`src/rtl/step_pkg.sv`:
```
// Shared definitions for the step pulse generator: FSM state encoding and default widths.
package step_pkg;

  typedef enum logic [1:0] {
    ST_LOW       = 2'd0,
    ST_RISE_WAIT = 2'd1,
    ST_HIGH      = 2'd2,
    ST_FALL_WAIT = 2'd3
  } step_state_t;

  localparam int DEFAULT_CNT_W  = 28;
  localparam int DEFAULT_STEP_W = 16;

endpackage

```
`src/rtl/sync_2ff.sv`:
```
// Two-flop synchroniser for asynchronous board inputs into the Clk domain.
module sync_2ff (
  input  logic Clk,
  input  logic Rst,
  input  logic din,
  output logic dout
);

  logic s1_q;
  logic s2_q;

  always_ff @(posedge Clk or negedge Rst) begin
    if (!Rst) begin
      s1_q <= 1'b0;
      s2_q <= 1'b0;
    end else begin
      s1_q <= din;
      s2_q <= s1_q;
    end
  end

  assign dout = s2_q;

endmodule

```
`src/rtl/step_pulse_gen.sv`:
```
// Debounced single-step generator: one Clk-wide enable per qualified rising edge of StepIn,
// plus the debounced level and a wrapping count of accepted steps.
module step_pulse_gen
  import step_pkg::*;
#(
  parameter int DEBOUNCE_N = 10,
  parameter int CNT_W      = DEFAULT_CNT_W,
  parameter int STEP_W     = DEFAULT_STEP_W
) (
  input  logic              Clk,
  input  logic              Rst,
  input  logic              StepIn,
  output logic              StepPulse,
  output logic              StepLevel,
  output logic [STEP_W-1:0] StepCount
);

  localparam logic [CNT_W-1:0] CNT_LAST = CNT_W'(DEBOUNCE_N - 1);

  logic step_s2;

  step_state_t       state_q, state_d;
  logic [CNT_W-1:0]  cnt_q, cnt_d;
  logic              pulse_q, pulse_d;
  logic              level_q, level_d;
  logic [STEP_W-1:0] count_q, count_d;

  sync_2ff u_sync (
    .Clk  (Clk),
    .Rst  (Rst),
    .din  (StepIn),
    .dout (step_s2)
  );

  always_ff @(posedge Clk or negedge Rst) begin
    if (!Rst) begin
      state_q <= ST_LOW;
      cnt_q   <= '0;
      pulse_q <= 1'b0;
      level_q <= 1'b0;
      count_q <= '0;
    end else begin
      state_q <= state_d;
      cnt_q   <= cnt_d;
      pulse_q <= pulse_d;
      level_q <= level_d;
      count_q <= count_d;
    end
  end

  // A level is accepted only after it has been seen for DEBOUNCE_N consecutive cycles;
  // any sample of the old level during the wait restarts from the settled state.
  always_comb begin
    state_d = state_q;
    cnt_d   = cnt_q;
    pulse_d = 1'b0;
    level_d = level_q;
    count_d = count_q;
    case (state_q)
      ST_LOW: begin
        if (step_s2) begin
          state_d = ST_RISE_WAIT;
          cnt_d   = '0;
        end
      end
      ST_RISE_WAIT: begin
        if (!step_s2) begin
          state_d = ST_LOW;
          cnt_d   = '0;
        end else if (cnt_q == CNT_LAST) begin
          state_d = ST_HIGH;
          cnt_d   = '0;
          pulse_d = 1'b1;
          level_d = 1'b1;
          count_d = count_q + STEP_W'(1);
        end else begin
          cnt_d = cnt_q + CNT_W'(1);
        end
      end
      ST_HIGH: begin
        if (!step_s2) begin
          state_d = ST_FALL_WAIT;
          cnt_d   = '0;
        end
      end
      ST_FALL_WAIT: begin
        if (step_s2) begin
          state_d = ST_HIGH;
          cnt_d   = '0;
        end else if (cnt_q == CNT_LAST) begin
          state_d = ST_LOW;
          cnt_d   = '0;
          level_d = 1'b0;
        end else begin
          cnt_d = cnt_q + CNT_W'(1);
        end
      end
      default: begin
        state_d = ST_LOW;
        cnt_d   = '0;
      end
    endcase
  end

  assign StepPulse = pulse_q;
  assign StepLevel = level_q;
  assign StepCount = count_q;

endmodule

```
`config.mk`:
```
export PLATFORM = sky130hd
export DESIGN_NAME = step_pulse_gen
export DESIGN_NICKNAME = d
export VERILOG_FILES = /design/src/rtl/step_pkg.sv /design/src/rtl/sync_2ff.sv /design/src/rtl/step_pulse_gen.sv
export SDC_FILE = /design/constraint.sdc
export NUM_CORES = 1
export LEC_CHECK = 0
export CORE_UTILIZATION = 38
export CTS_CLUSTER_DIAMETER = 200
export DETAILED_ROUTE_END_ITERATION = 7
export HOLD_SLACK_MARGIN = 0.06
export PLACE_DENSITY_LB_ADDON = 0.12
export SLEW_MARGIN = 20
export SYNTH_ARGS = -nofsm -noshare
export SYNTH_HDL_FRONTEND = slang
export SYNTH_HIERARCHICAL = 1
export SYNTH_SLANG_ARGS = --single-unit
```
`constraint.sdc`:
```
create_clock -name Clk -period 2.2 [get_ports Clk]
set_input_delay 0.33 -clock Clk [delete_from_list [all_inputs] [get_ports Clk]]
set_output_delay 0.33 -clock Clk [all_outputs]
set_load 0.05 [all_outputs]
```
# == Yosys cells after proc, flatten, opt, wreduce, memory -nomap -nowiden ==
# Index checks and enable logic that the tools add are counted.
# totals
ff_bits,50
out_inout_bits,18
# classes
add_sub_neg,2
eq_ne,12
n_mux,21
n_reduce_logical,6
# op_table
op,n
$mux 28,5
$pmux 28 s4,1
$add 28x1->28 const B,1
$eq 28x4->1 const B,1
$add 16x1->16 const B,1
$mux 2,6
$ne 2x2->1 const B,4
$pmux 2 s4,1
$mux 1,7
$reduce_and 5->1,1
$eq 2x2->1 const B,2
$ne 2x1->1 const B,2
$reduce_and 4->1,1
$ne 3x2->1 const B,1
$ne 3x3->1 const B,1
$reduce_and 3->1,1
$eq 2x1->1 const B,1
$logic_not 2->1,1
$pmux 1 s2,1
$reduce_and 2->1,1
$reduce_bool 2->1,1

# == Logic depth before layout (Yosys ltp) ==
# Gate-level depths: netlist of the first run.
# logic_depth
ltp_word,4
depth_mapped,9
depth_no_buf,7

# == Hierarchy ==
# Netlist of the first run, hierarchy kept.
# modules_own_cells
module,instances,cells_per_inst,area_each_um2,seq_area_each_um2
step_pulse_gen,1,268,2601.2,1201.2
sync_2ff,1,2,50.0,50.0

# == Least setup slack after synthesis of the first run ==
# OpenSTA, ideal clock, no wires.
# synth_timing
path_kind,register to register
start,reg cnt_q[14]
end,reg count_q[1] (netlist: StepCount[1])
setup_ns,0.125
arrival_ns,1.892
required_time_ns,2.075
path_slack_ns,0.183
stages_incl_launch_ff,6
period_less_slack_ns,2.017
cell_sequence,dfrtp_1 > or4_4 > nor3_4 > and3_1 > buf_4 > mux2_2
# synth_between
elab_chain_len,2
# synth_rtl
element,line,text
from (decl),step_pulse_gen.sv:23,"logic [CNT_W-1:0] cnt_q, cnt_d;"
from (signal assigned),step_pulse_gen.sv:44,cnt_q <= cnt_d;
$eq 28x4->1,step_pulse_gen.sv:70,end else if (cnt_q == CNT_LAST) begin
$reduce_and 3->1 (no source line),n/a,
to (signal assigned),step_pulse_gen.sv:47,count_q <= count_d;
to (decl),step_pulse_gen.sv:26,"logic [STEP_W-1:0] count_q, count_d;"
# No other way between the ends.
# A chain may end at the register's enable or synchronous reset.

# == Worst setup path in the final report of the first run ==
# layout_timing
start,reg cnt_q[17]
end,reg count_q[1] (netlist: StepCount[1])
# Same word-level chain as after synthesis.

==> flow_summary_export.csv, run 1 <==
group,metric,value,unit
setup_path,r2r_cells,4,
clock_network,cts_hold_buf,0,
placement,portBuffers,20,
routing,drc,0,
yosys,yosysSeqAreaShare,47.2,%
die,die_w,85.5,um
routing,dr_total_vias,2160,
global_routing,gr-usage-met2,29.5,%
routing,drt_iter0_markers,154,
yosys,synth_area,2650,um^2
timing,hold_viol_final,0,
clock_network,path_clk_slew,100,ps
routing,routedWlPerCell,15.7,um
global_routing,grt_pass1_vias,2052,
routing,vias_per_cell,5.70,
clock_network,cts.sinks,50,
routing,first_pass_iters,5,
status,status,"complete, no violations",
global_routing,grt_pass1_wl,10.0,mm
cells_and_area,final_util,46.4,%
placement,gp_congestion,0.777,
setup_path,critical_path_class,"flop to flop",
cells_and_area,drive_gt1_share,13.4,%
timing,slew_viol_final,0,
timing,clock_skew,11.0,ps
setup_path,start_kind,"flop",
setup_path,endpoint_kind,"flop",
setup_path,crit_end,"StepCount[1]",
clock_network,cts_buffers,5,
timing,relSlewSlack,55.8,%
clock_network,cts_tree,"done",
power,power.leakage,1.37,nW
timing,min_period_over_period,96.3,%
cells_and_area,area_growth,18.3,%
worst_hold_path,worstHoldPathType,"input pin to asynchronous set/reset pin",
routing,wl,5.94,mm
timing,worstMarginPinSlew,663,ps
global_routing,overflow,0,
cells_and_area,nets,304,
clock_network,clockBufferDepth,2,
die,start_util,39.2,%
cells_and_area,antenna_cells,0,
yosys,synth.distinct_cells,49,
timing,setup_viol,0,
placement,hpwlAfterDp,4.16,mm
setup_path,path_cells,"or4_4 -> nor3_4 -> and3_2 -> mux2_2",
timing,whs,118,ps
timing,setup_tns,0,ps
clock_network,cts_root_buf,"clkbuf_8",
setup_path,cp_data_arrival_time,2320,ps
cells_and_area,nFillCells,647,
clock_network,htreeDepth,2,
yosys,synthesis.nets,276,
timing,min_period,2120,ps
global_routing,grt_max_degree,51,
setup_path,critPathMaxFanout,7,
timing,timing.fmax,472,MHz
flow_run,maxCapViolations,0,
clock_network,worstSkewPairLatency,300,ps
die,dieArea,7320,um^2
die,die_h,85.5,um
routing,postRouteAntennaNets,0,
die,io_pins,21,
global_routing,antenna_found_initial,0,
global_routing,met1_usage,23.0,%
setup_path,reg2reg_from,"cnt_q[17]",
timing,rsz0062_at_grt,"no",
yosys,synthCells,270,
yosys,yosys_warnings,6,
global_routing,grt_use_met3,3.18,%
die,core,6760,um^2
power,ir_drop,0.291,mV
setup_path,critical-path-max-stage-delay,580,ps
yosys,ys_ff_latch,50,
setup_path,cpMaxStageDelayCell,"or4_4",
setup_path,crit_path_start,"cnt_q[17]",
global_routing,grt_usage,17.4,%
die,num_rows,30,
setup_path,rrSetupSlack,80,ps
yosys,synth_area_per_cell,9.82,um^2
cells_and_area,final_cells,379,
global_routing,busiest_layer,"met2",
power,p_total,2.41,mW
setup_path,r2r-end,"StepCount[1]",
power,p_per_area,767,nW/um^2
placement,dp_cells,370,
setup_path,cp.required,2400,ps
-- layout make-up --
| class | count | area (um^2) | share of cell area (%) |
|---|---|---|---|
| Sequential cell | 50 | 1250 | 39.9 |
| Tap cell | 80 | 100 | 3.19 |
| Multi-Input combinational cell | 200 | 1320 | 42.0 |
| Timing Repair Buffer | 36 | 328 | 10.5 |
| Clock buffer | 6 | 82.6 | 2.63 |
| Clock inverter | 2 | 38.8 | 1.24 |
| Inverter | 5 | 18.8 | 0.599 |
-- worst max-delay path: cells and delay by family, from the launching register on --
kind,cells,cell delay (ps)
muxes,1,360
DFF,1,400
and+or+nand+nor,3,1250
-- flip-flops by register name (all words and copies together), names as in the netlist, named ones only --
name         flops
state_q          1
u_sync/dout      1
StepPulse        1
StepCount       16
StepLevel        1
u_sync/s1_q      1
cnt_q           28
-- cell families (layout without fill, tap and decap cells) --
| kind of cell | after synthesis | count (layout) | synth area share (%) |
|---|---|---|---|
| simple gates | 119 | 119 | 26.5 |
| xor+xnor | 18 | 18 | 5.95 |
| buf+inv | 20 | 49 | 3.54 |
| fa+ha+maj | 3 | 3 | 1.42 |
| compound gates | 57 | 57 | 14.2 |
| mux | 3 | 3 | 1.23 |
| flops | 50 | 50 | 47.2 |
-- layer usage --
layer / up-vias / part of all wire, %
met5: - / 0
met4: 0 / 1.1
met3: 6 / 2.8
met2: 30 / 47
met1: 1064 / 49
li1: 1060 / -
-- power breakdown --
part           switching, mW  internal, mW  leakage (nW)  total (mW)
Sequential            0.0643         0.967         0.688        1.03
Clock                  0.311         0.374        0.0618       0.685
Combinational          0.429         0.261         0.618       0.690
Total                  0.804          1.60          1.37        2.41
-- through the flow --
step	worst slack (ps)	instance area, um^2
floorplan	183	2650
global placement	106	3000
detailed placement	47.6	3000
CTS	22.7	3120
global route	14.0	3140
finish	81.0	3140
-- synthesized netlist by cell type, drive strengths merged --
library cell | instances | share of area (%)
a21o | 4 | 1.4
a21oi | 15 | 3.0
a22o | 1 | 0.33
a31oi | 11 | 2.6
a41oi | 4 | 1.3
and2 | 3 | 0.71
and3 | 11 | 2.6
and4 | 5 | 1.7
buf | 7 | 1.7
clkbuf | 8 | 1.1
dfrtp | 50 | 47
ha | 3 | 1.4
inv | 5 | 0.71
mux2 | 2 | 0.85
mux2i | 1 | 0.38
nand2 | 31 | 4.4
nand2b | 2 | 0.47
nand3 | 16 | 3.2
nand3b | 1 | 0.28
nand4 | 14 | 3.5
nor2 | 7 | 0.99
nor3 | 8 | 1.9
nor4 | 4 | 1.5
nor4bb | 1 | 0.38
o211ai | 6 | 1.7
o21a | 2 | 0.57
o21ai | 9 | 1.7
o21ba | 1 | 0.38
o221ai | 1 | 0.33
o22a | 1 | 0.33
o22ai | 1 | 0.24
o41ai | 1 | 0.33
or2 | 2 | 0.47
or3 | 5 | 1.4
or4 | 9 | 3.0
xnor2 | 9 | 3.0
xor2 | 9 | 3.0
-- worst min path at each step --
stage	end	slack, ps	cells past startpoint
floorplan	StepCount[0]	30	0
global placement	u_sync/dout	330	0
detailed placement	u_sync/dout	340	0
CTS	cnt_q[2]	160	2
global route	StepCount[1]	210	2
finish	cnt_q[2]	120	2
-- cells in the final DEF (no fill, tap or decap), types with 10 or more instances in the layout --
master,n
dfrtp_1,50
nand2_1,31
clkdlybuf4s50_1,19
nand3_1,15
buf_4,15
a21oi_1,14
nand4_1,13
a31oi_1,11
and3_1,10
-- repair_timing --
item	CTS	global route
buffers inserted	0	1
resized for setup	0	3
setup endpoints to repair	0	11
(Power assumes the default switching activity.)
==> run 2: changes to the inputs <==
Settings changed: CTS_CLUSTER_SIZE set to 8, PLACE_DENSITY set to 0.59, PLACE_DENSITY_LB_ADDON 0.12 to not set.
==> run 2 against run 1 <==
  * The run now ends with DRC left
  * Clock power is 5.7% lower
  * Count of clock-buffer cells in the layout is 1 lower
  * Cell count is 1.6% higher
  * Setup slack worse by 8.7 ps
  * Critical path type unchanged
  * Highest routed layer unchanged
==> flow_summary_export.csv, run 2 (same netlist as run 1, synthesis figures left out) <==
group,metric,value,unit
worst_hold_path,worstHoldPathType,"flop to flop",
setup_path,critPathMaxFanout,7,
timing,min_period,2130,ps
flow_run,maxCapViolations,0,
timing,setup_tns,0,ps
placement,gp_congestion,0.810,
placement,portBuffers,20,
timing,worstMarginPinSlew,584,ps
cells_and_area,final_cells,385,
timing,slew_viol_final,0,
clock_network,cts_buffers,5,
cells_and_area,top_register,"cnt_q",
routing,routedWlPerCell,15.4,um
setup_path,critical_path_class,"flop to flop",
cells_and_area,final_common_cell,"dfrtp_1",
timing,clock_skew,3.35,ps
placement,dp_cells,373,
global_routing,grt_max_degree,24,
cells_and_area,seq_area,1250,um^2
routing,postRouteAntennaNets,0,
die,start_util,39.2,%
power,p_total,2.40,mW
global_routing,grt_pass1_vias,1992,
cells_and_area,drive_gt1_share,14.4,%
power,p_int,1.59,mW
power,p_seq_share,43.0,%
routing,drt_iter0_markers,90,
die,io_pins,21,
setup_path,cp_data_arrival_time,2320,ps
global_routing,grt_usage,17.4,%
status,violations,"DRC",
cells_and_area,nFillCells,662,
timing,min_period_over_period,96.7,%
status,status,"finished, violations left",
global_routing,overflow,0,
cells_and_area,antenna_cells,0,
cells_and_area,nets,310,
power,p_per_area,756,nW/um^2
clock_network,htreeDepth,2,
routing,wl,5.92,mm
die,die_w,85.5,um
timing,fin_ws,72.3,ps
timing,setup_viol,0,
clock_network,clockBufferDepth,2,
die,num_rows,30,
placement,hpwlAfterDp,4.14,mm
timing,timing.fmax,470,MHz
setup_path,endpoint_kind,"flop",
global_routing,antenna_found_initial,0,
clock_network,path_clk_slew,90,ps
cells_and_area,area_growth,19.5,%
timing,relSlewSlack,61.1,%
global_routing,grt_pass1_wl,9.97,mm
power,ir_drop,0.358,mV
power,power.leakage,1.39,nW
clock_network,cts_root_buf,"clkbuf_8",
routing,dr_total_vias,2173,
cells_and_area,largest_register_ffs,28,
die,die_h,85.5,um
placement,dpl_worst_slack,33.5,ps
power,p_switching,0.811,mW
routing,drc,1,
power,p_sw_share,33.8,%
clock_network,worstSkewPairLatency,300,ps
setup_path,start_kind,"flop",
routing,first_pass_iters,6,
die,dieArea,7320,um^2
clock_network,cts_tree,"done",
power,power.clock.fraction,27.0,%
clock_network,cts.sinks,50,
power,comb_power_share,30.0,%
cells_and_area,multiInputGateArea,1320,um^2
cells_and_area,final_cell_mix,"dfrtp_1, nand2_1, buf_4",
routing,vias_per_cell,5.64,
setup_path,cp.required,2390,ps
die,core,6760,um^2
timing,hold_viol_final,0,
run 2: cell types whose count changed in the layout (fill, tap and decap cells not counted), sizes merged:
cell         previous run  this run
clkinv                  0         2
inv                     6         5
buf                    17        22
dlygate4sd3             0         1
clkbuf                  6         5
run 2: repair_timing:
item / CTS / global route
setup endpoints to repair: 0 / 19
hold buffers: 1 / 0
hold endpoints to repair: 21 / 0
buffers inserted: 0 / 3
resized for setup: 0 / 2
run 2: per-layer routing:
layer	global-route usage [%]	part of all wire (%)	up-vias
met3	3.18	2.6	7
met1	24.1	50	1052
li1	-	-	1072
met5	0	0	-
met2	28.0	46	42
met4	5.00	1.1	0
run 2: power by group through the flow:
stage / Sequential, mW / Combinational, mW / Clock, mW
floorplan: 1.04 / 0.471 / 0
global placement: 1.04 / 0.631 / 0
detailed placement: 1.05 / 0.642 / 0
CTS: 1.03 / 0.646 / 0.671
global route: 1.04 / 0.791 / 0.699
finish: 1.03 / 0.719 / 0.646
run 2: cell type report:
type,instances,area share (%)
clock buffers,5,2.17
repair buffers,42,11.8
well taps,80,3.16
flip-flops and latches,50,39.5
inverters,5,0.592
multi-input cells,200,41.5
clock inverters,3,1.26
run 2: worst paths after layout:
| path | from | depth (start not counted) | slack, ps | to |
|---|---|---|---|---|
| max | cnt_q[15] | 4 | 70 | StepCount[1] |
| min | u_sync/s1_q | 0 | 350 | u_sync/dout |
| min reg2reg | u_sync/s1_q | 0 | 350 | u_sync/dout |
| min in group asynchronous | Rst | 2 | 560 | StepCount[4] |
| max in group asynchronous | Rst | 3 | 1020 | cnt_q[20] |
| max reg2reg | cnt_q[15] | 4 | 70 | StepCount[1] |
run 2: per-stage QoR:
step | hold slack, ps | utilization [%] | instance area (um^2)
finish | 355 | 46.9 | 3170
floorplan | 34.4 | - | 2650
CTS | 358 | 46.3 | 3130
global route | 370 | 46.9 | 3170
global placement | 331 | 44.5 | 3010
detailed placement | 336 | 44.5 | 3010
run 2: worst max-delay path: stages (launching register included):
cell	delay, ps
dfrtp_1	430
or4_4	580
nor3_4	330
and3_2	330
mux2_2	350
